### config.mk
export PLATFORM = sky130hd
export DESIGN_NAME = four_bit_adder
export DESIGN_NICKNAME = d
export VERILOG_FILES = /design/src/rtl/four_bit_adder_pkg.sv /design/src/rtl/four_bit_adder_full_adder.sv /design/src/rtl/four_bit_adder.sv
export SDC_FILE = /design/constraint.sdc
export NUM_CORES = 1
export LEC_CHECK = 0
export BUFFER_PORTS_ARGS = -buffer_cell sky130_fd_sc_hd__buf_2
export CORE_AREA = 2 2 39 41
export CTS_CLUSTER_DIAMETER = 40
export DETAILED_ROUTE_END_ITERATION = 10
export DIE_AREA = 0 0 41 43
export GPL_TIMING_DRIVEN = 0
export PLACE_DENSITY = 0.56
export SLEW_MARGIN = 30
export SYNTH_ARGS = -nofsm -noshare
export SYNTH_HDL_FRONTEND = slang
export SYNTH_SLANG_ARGS = --single-unit
### constraint.sdc
create_clock -name clk -period 5.1 [get_ports clk]
set_clock_uncertainty 0.2 [all_clocks]
set_input_delay 1.02 -clock clk [delete_from_list [all_inputs] [get_ports clk]]
set_output_delay 1.02 -clock clk [all_outputs]
set_load 0.1 [all_outputs]
### src/rtl/four_bit_adder_pkg.sv
// Shared constants for the registered 4-bit adder.
// Width and reset value of the sum register.
package four_bit_adder_pkg;
  localparam int ADDER_WIDTH = 4;
  localparam logic [ADDER_WIDTH-1:0] S_RST = '0;
endpackage

### src/rtl/four_bit_adder_full_adder.sv
// Single-bit full adder cell.
// One link of the ripple-carry chain.
module full_adder (
  input  logic a,
  input  logic b,
  input  logic ci,
  output logic s,
  output logic co
);
  assign s  = a ^ b ^ ci;
  assign co = (a & b) | (a & ci) | (b & ci);
endmodule

### src/rtl/four_bit_adder.sv
// Registered 4-bit ripple-carry adder, one cycle latency.
// Sum/carry update only on in_valid; out_valid pulses per result.
module four_bit_adder
  import four_bit_adder_pkg::*;
#(
  parameter int WIDTH = ADDER_WIDTH
) (
  input  logic             clk,
  input  logic             rst,
  input  logic             in_valid,
  input  logic [WIDTH-1:0] A,
  input  logic [WIDTH-1:0] B,
  input  logic             Cin,
  output logic [WIDTH-1:0] S,
  output logic             Cout,
  output logic             out_valid
);
  logic [WIDTH:0]   c;
  logic [WIDTH-1:0] s;

  assign c[0] = Cin;

  for (genvar i = 0; i < WIDTH; i++) begin : g_fa
    full_adder u_fa (
      .a  (A[i]),
      .b  (B[i]),
      .ci (c[i]),
      .s  (s[i]),
      .co (c[i+1])
    );
  end

  always_ff @(posedge clk) begin
    if (rst) begin
      S         <= S_RST;
      Cout      <= 1'b0;
      out_valid <= 1'b0;
    end else begin
      out_valid <= in_valid;
      if (in_valid) begin
        S    <= s;
        Cout <= c[WIDTH];
      end
    end
  end
endmodule

==> run summary, run 1 <==
Via Count: 247
final WL: 530 microns
clock tree buffer depth: 2
sequential area share after synthesis: 37.2%
initial DRC count: 6
R2R Setup Slk: 4.29 ns
Resized Gates After CTS: 0
core footprint: 0.00138 sq mm
Worst Tran Pin Value: 0.488 ns
fmax: 346 MHz
Final Cell Area: 445 sq um
largest net degree at the start of global routing: 10
Crit Path Max Fanout: 1
Seq pwr share: 35.1%
Rows: 14
Pleak: 0.000234 uW
Nets: 66
Final HPWL DP: 452 microns
CP startpoint kind: input pin
Net Switching: 60.0 uW
placed cell area: 423 sq um
RSZ-0062 raised after global routing: false
Syn Std Cell Area: 323 sq um
Rel. slew slack: 67.7%
via density per instance: 3.86
total grt overflow: 0
pwr/cell area: 340 mW/mm^2
Worst-Skew Late Latency: 0.24 ns
IO Port Bufs: 16
Residual DRC: 0
combinational share of power: 37.0%
CP cell instances: buf_2 > inv_1 > fa_1 > inv_1 > fa_1 > fa_1 > inv_1 > fa_1 > a211oi_2
cell-internal power: 91.6 uW
critical path's most frequent cell: fa_1
Pre-antenna DRT Iters: 3
synthesis-to-layout area growth: 38.0%
Setup CP Type: input pin to flip-flop
CTS Buf Count: 3
syn_nets: 45
root buffer cell: clkbuf_4
WP data required: 5.06 ns
CP arrival: 2.85 ns
Post-Synthesis Cells: 29
GRT Util Overall: 9.03%
slowest stage delay, CP: 0.43 ns
CP endpoint kind: flip-flop
H-tree levels: 1
clock-pin slew on the worst setup and hold paths: 0.04 ns
diodes inserted: 0
Tot Pwr: 152 uW
I/O pin count: 18
mean post-synth cell area: 11.1 sq um
Setup Viol. Count Final: 0
Hold/Removal Path Class: flip-flop to flip-flop
Starting Density: 23.3%
Antenna Nets Post-Route: 0
final hold violations: 0
clock group share of total power: 28.0%
WL per Instance: 8.28 microns
Post-CTS Hold Buffers: 0
Slowest-stage cell, CP: fa_1
post-synthesis cell type count: 9
post-route clock period utilization: 56.6%
initial antenna violation count: 0
YS warnings: 0
global placement routability congestion: 0.584
Max VDD drop: 0.208 mV
Final Slew Violations: 0
first-pass GRT wire length: 1000 microns
Die ar.: 0.00176 sq mm
non-filler cells, final: 64
max-cap viol count: 0
CTS tree: yes
clock sink count: 6
Die H: 43 microns
placed cells: 61
status: finished, final reports clean
vias in the first global route: 227
Seq cells post-synth: 6
minimum clock period: 2.89 ns
Die Wd: 41 microns
Post-CTS Setup Repair Bufs: 0
share of cells above drive strength 1: 50.0%
Sum Neg Setup Slack: 0 ns
Sw Share: 39.6%
==> cells in the final DEF (no fill, tap or decap) <==
cell type / count
nor2_1: 4
clkbuf_4: 3
inv_1: 7
buf_6: 1
nor2b_1: 1
dfxtp_1: 6
fa_1: 4
a211oi_2: 3
buf_2: 16
nor2_2: 1
mux2i_1: 2
==> final timing paths <==
kind / cells past startpoint / from / end
setup / recovery: 9 / A[0] / S[3]
hold / removal: 2 / S[1] / S[1]
hold reg to reg: 2 / S[1] / S[1]
setup reg to reg: 2 / S[0] / S[0]
==> per-stage QoR <==
stage	hold slack, ns	utilization [%]	setup WS, ns
detailed placement	0.276	30.6	1.94
finish	0.282	32.2	2.21
CTS	0.289	32.2	2.19
floorplan	0.732	-	2.14
global route	0.329	32.2	2.10
global placement	0.272	30.6	1.99
==> state kept, by name, indices dropped and copies added, names as in the netlist <==
| signal | count |
|---|---|
| Cout | 1 |
| out_valid | 1 |
| S | 4 |
==> logic make-up (layout without fill, tap and decap cells) <==
group | Yosys count | count (layout) | synth area share [%]
compound gates | 3 | 3 | 11.6
fa+ha+maj | 4 | 4 | 24.8
buf+inv | 8 | 27 | 11.6
flops | 6 | 6 | 37.2
mux | 2 | 2 | 6.20
simple gates | 6 | 6 | 8.53
==> critical path, delay by kind of cell <==
family / cells / cell delay (ns)
buffers and inverters: 4 / 0.29
adder cells (fa/ha/maj): 4 / 1.33
AO/OA/AOI/OAI: 1 / 0.21
==> layer usage <==
metal	global-route usage [%]	up-vias	wire, microns
li1	-	127	-
met1	12.3	108	230
met2	9.69	12	232
met3	7.85	0	67
met4	4.00	0	0
met5	0	-	0
==> cell usage after synthesis (all sizes together) <==
cell / instances / area, sq um
a211oi: 3 / 37.5
buf: 1 / 11.3
dfxtp: 6 / 120
fa: 4 / 80.1
inv: 7 / 26.3
mux2i: 2 / 20.0
nor2: 5 / 21.3
nor2b: 1 / 6.26
==> final cells by class <==
| cell class | instances | area (sq um) |
|---|---|---|
| Buffer | 1 | 11.3 |
| Timing Repair Buffer | 16 | 80.1 |
| Tap cell | 16 | 20.0 |
| Multi-Input combinational cell | 15 | 165 |
| Fill cell | 142 | 938 |
| Clock buffer | 3 | 22.5 |
| Inverter | 7 | 26.3 |
| Sequential cell | 6 | 120 |
==> power by group through the flow <==
stage	clock, uW	sequential, uW	combinational [uW]
6_report	42.4	53.2	56.0
3_3_place_gp	0	53.9	56.5
5_1_grt	47.0	53.7	60.5
3_5_place_dp	0	54.1	56.8
4_1_cts	45.2	53.2	56.9
2_1_floorplan	0	84.4	14.7
No activity file was read; power rests on OpenSTA's default activity.
==> run 2: changes to the inputs <==
--- a/config.mk
+++ b/config.mk
@@ -5,6 +5,7 @@
 export SDC_FILE = /design/constraint.sdc
 export NUM_CORES = 1
 export LEC_CHECK = 0
+export ABC_AREA = 1
 export BUFFER_PORTS_ARGS = -buffer_cell sky130_fd_sc_hd__buf_2
 export CORE_AREA = 2 2 39 41
 export CTS_CLUSTER_DIAMETER = 40
==> constraint.sdc (replaced) <==
create_clock -name clk -period 3 [get_ports clk]
set_clock_uncertainty 0.2 [all_clocks]
set_input_delay 0.6 -clock clk [delete_from_list [all_inputs] [get_ports clk]]
set_output_delay 0.6 -clock clk [all_outputs]
set_load 0.1 [all_outputs]
==> run 2 against run 1 <==
Combinational power grew 64%; worst setup slack lost 1.6 ns; clock-buffer cell count is the same; critical path depth grew 2; critical path type unchanged; register-to-register slack lost 2.1 ns; sequential share of layout area shrank 0.15 points; clock power grew 74%; flip-flop and latch count is the same; first-iteration DRC count shrank 50%.
==> run summary, run 2 <==
Residual DRC: 0
global placement routability congestion: 0.661
largest cells by area after synthesis: dfxtp_1, fa_1, nor2_1, inv_1, o21ai_1
critical path's most frequent cell: fa_1
IO Port Bufs: 16
sequential area share after synthesis: 36.9%
max layer used: met4
CTS tree: yes
clock tree buffer depth: 2
Die H: 43 microns
Final HPWL DP: 461 microns
Syn Std Cell Area: 325 sq um
CP startpoint kind: input pin
post-synthesis cell type count: 9
Sum Neg Setup Slack: 0 ns
CP arrival: 2.39 ns
RSZ-0062 raised after global routing: false
Primary FF master, synth: dfxtp_1
Via Count: 274
initial antenna violation count: 0
Seq cells post-synth: 6
CP cell instances: buf_2 > inv_1 > fa_1 > inv_1 > fa_1 > fa_1 > inv_1 > fa_1 > nand2_2 > nand2_1 > nor2_1
met2 WL post-DR: 260 microns
Die Wd: 41 microns
total grt overflow: 0
Resized Gates After CTS: 0
synthesis-to-layout area growth: 37.7%
non-filler cells, final: 74
count leader, synth: nor2_1
Starting Density: 23.5%
slowest stage delay, CP: 0.42 ns
share of cells above drive strength 1: 37.9%
Crit path buffers/inverters: 4
core footprint: 0.00138 sq mm
post-synth top area share: 36.9%
Post-CTS Setup Repair Bufs: 0
HP Start: S[0]
initial DRC count: 3
status: finished, final reports clean
largest area contributor in the synthesized netlist: dfxtp_1
Hold/Removal Path Class: flip-flop to flip-flop
Pleak: 0.000260 uW
largest net degree at the start of global routing: 10
WP data required: 2.98 ns
CP endpoint kind: flip-flop
Post-Synthesis Cells: 39
vias in the first global route: 221
diodes inserted: 0
Die ar.: 0.00176 sq mm
I/O pin count: 18
Rel. slew slack: 67.8%
clock group share of total power: 28.9%
Rows: 14
fraction of registers with async set/reset: 0%
combinational share of power: 36.0%
max reg flops: 4
EDFF count, synth: 0
final hold violations: 0
GRT Util Overall: 8.27%
Worst-Skew Late Latency: 0.24 ns
most frequent cells in the layout: buf_2, nor2_1, inv_1
CTS Buf Count: 3
syn_nets: 55
Post-CTS Hold Buffers: 0
met3 wire length: 36 microns
via density per instance: 3.70
CP startpoint: A[0]
mean post-synth cell area: 8.34 sq um
first-pass GRT wire length: 897 microns
WL per Instance: 7.41 microns
Net Switching: 102 uW
Worst Tran Pin Value: 0.487 ns
Crit Path Max Fanout: 1
Final Util: 32.4%
clock sink count: 6
Sw Share: 39.8%
H-tree levels: 1
FF-to-FF Start: S[1]
top flop regs: S (4), Cout (1), out_valid (1)
placed cells: 71
Seq pwr share: 35.1%
YS warnings: 0
Slowest-stage cell, CP: fa_1
pwr/cell area: 571 mW/mm^2
cell-internal power: 154 uW
most common cell after layout, fill and taps aside: buf_2
clock-pin slew on the worst setup and hold paths: 0.05 ns
Setup Viol. Count Final: 0
minimum clock period: 2.41 ns
root buffer cell: clkbuf_4
Metal-1 WL: 231 microns
Setup CP Type: input pin to flip-flop
largest register by flop count: S
max-cap viol count: 0
Synth top cells by count: nor2_1, inv_1, dfxtp_1, fa_1, nand2_1
Nets: 76
fmax: 415 MHz
Antenna Nets Post-Route: 0
Top delay family on crit path: adder cells
post-route clock period utilization: 80.4%
Final Slew Violations: 0
Max VDD drop: 0.119 mV
final WL: 548 microns
Pre-antenna DRT Iters: 2
Tot Pwr: 256 uW
## run 2: cell families (layout without fill, tap and decap cells)
logic type | Yosys count | after routing | share of synthesized area (%)
simple gates | 15 | 15 | 18.1
compound gates | 3 | 3 | 4.61
fa+ha+maj | 4 | 4 | 24.6
buf+inv | 11 | 30 | 15.8
flops | 6 | 6 | 36.9
## run 2: metrics by stage
step / instance area (sq um) / hold slack, ns / setup WS (ns)
floorplan: 325 / 0.471 / 0.504
global placement: 425 / 0.254 / 0.346
detailed placement: 425 / 0.263 / 0.327
CTS: 448 / 0.269 / 0.581
global route: 448 / 0.301 / 0.444
finish: 448 / 0.264 / 0.589
## run 2: path summary, 6_finish.rpt
check | endpoint | slack (ns) | cells past startpoint
worst max-delay path | S[3] | 0.59 | 11
worst min-delay path | S[0] | 0.26 | 2
worst max register to register | S[1] | 2.23 | 2
worst min register to register | S[0] | 0.26 | 2
## run 2: power by group through the flow
| stage | Sequential [uW] | Combinational [uW] | Clock [uW] |
|---|---|---|---|
| after global placement | 91.2 | 92.7 | 0 |
| after CTS | 89.9 | 93.0 | 77.7 |
| final | 89.7 | 92.1 | 73.8 |
| after global routing | 90.6 | 99.5 | 79.5 |
| after floorplan | 141 | 24.7 | 0 |
| after detailed placement | 91.4 | 92.7 | 0 |
## run 2: per-layer routing
layer,track usage (%),vias up
met3,1.57,2
met1,11.1,112
met4,12.0,0
met2,8.44,10
met5,0,-
li1,-,150
## run 2: tightest hold or removal path, delay by kind of cell (launching register included)
kind             cells  cell delay [ns]
DFF                  1             0.30
and+or+nand+nor      2             0.13
## run 2: area by class of cell
class                           count  area [sq um]
Tap cell                           16          20.0
Multi-Input combinational cell     22           154
Sequential cell                     6           120
Fill cell                         154           936
Inverter                           10          40.0
Timing Repair Buffer               16          80.1
Buffer                              1          11.3
Clock buffer                        3          22.5
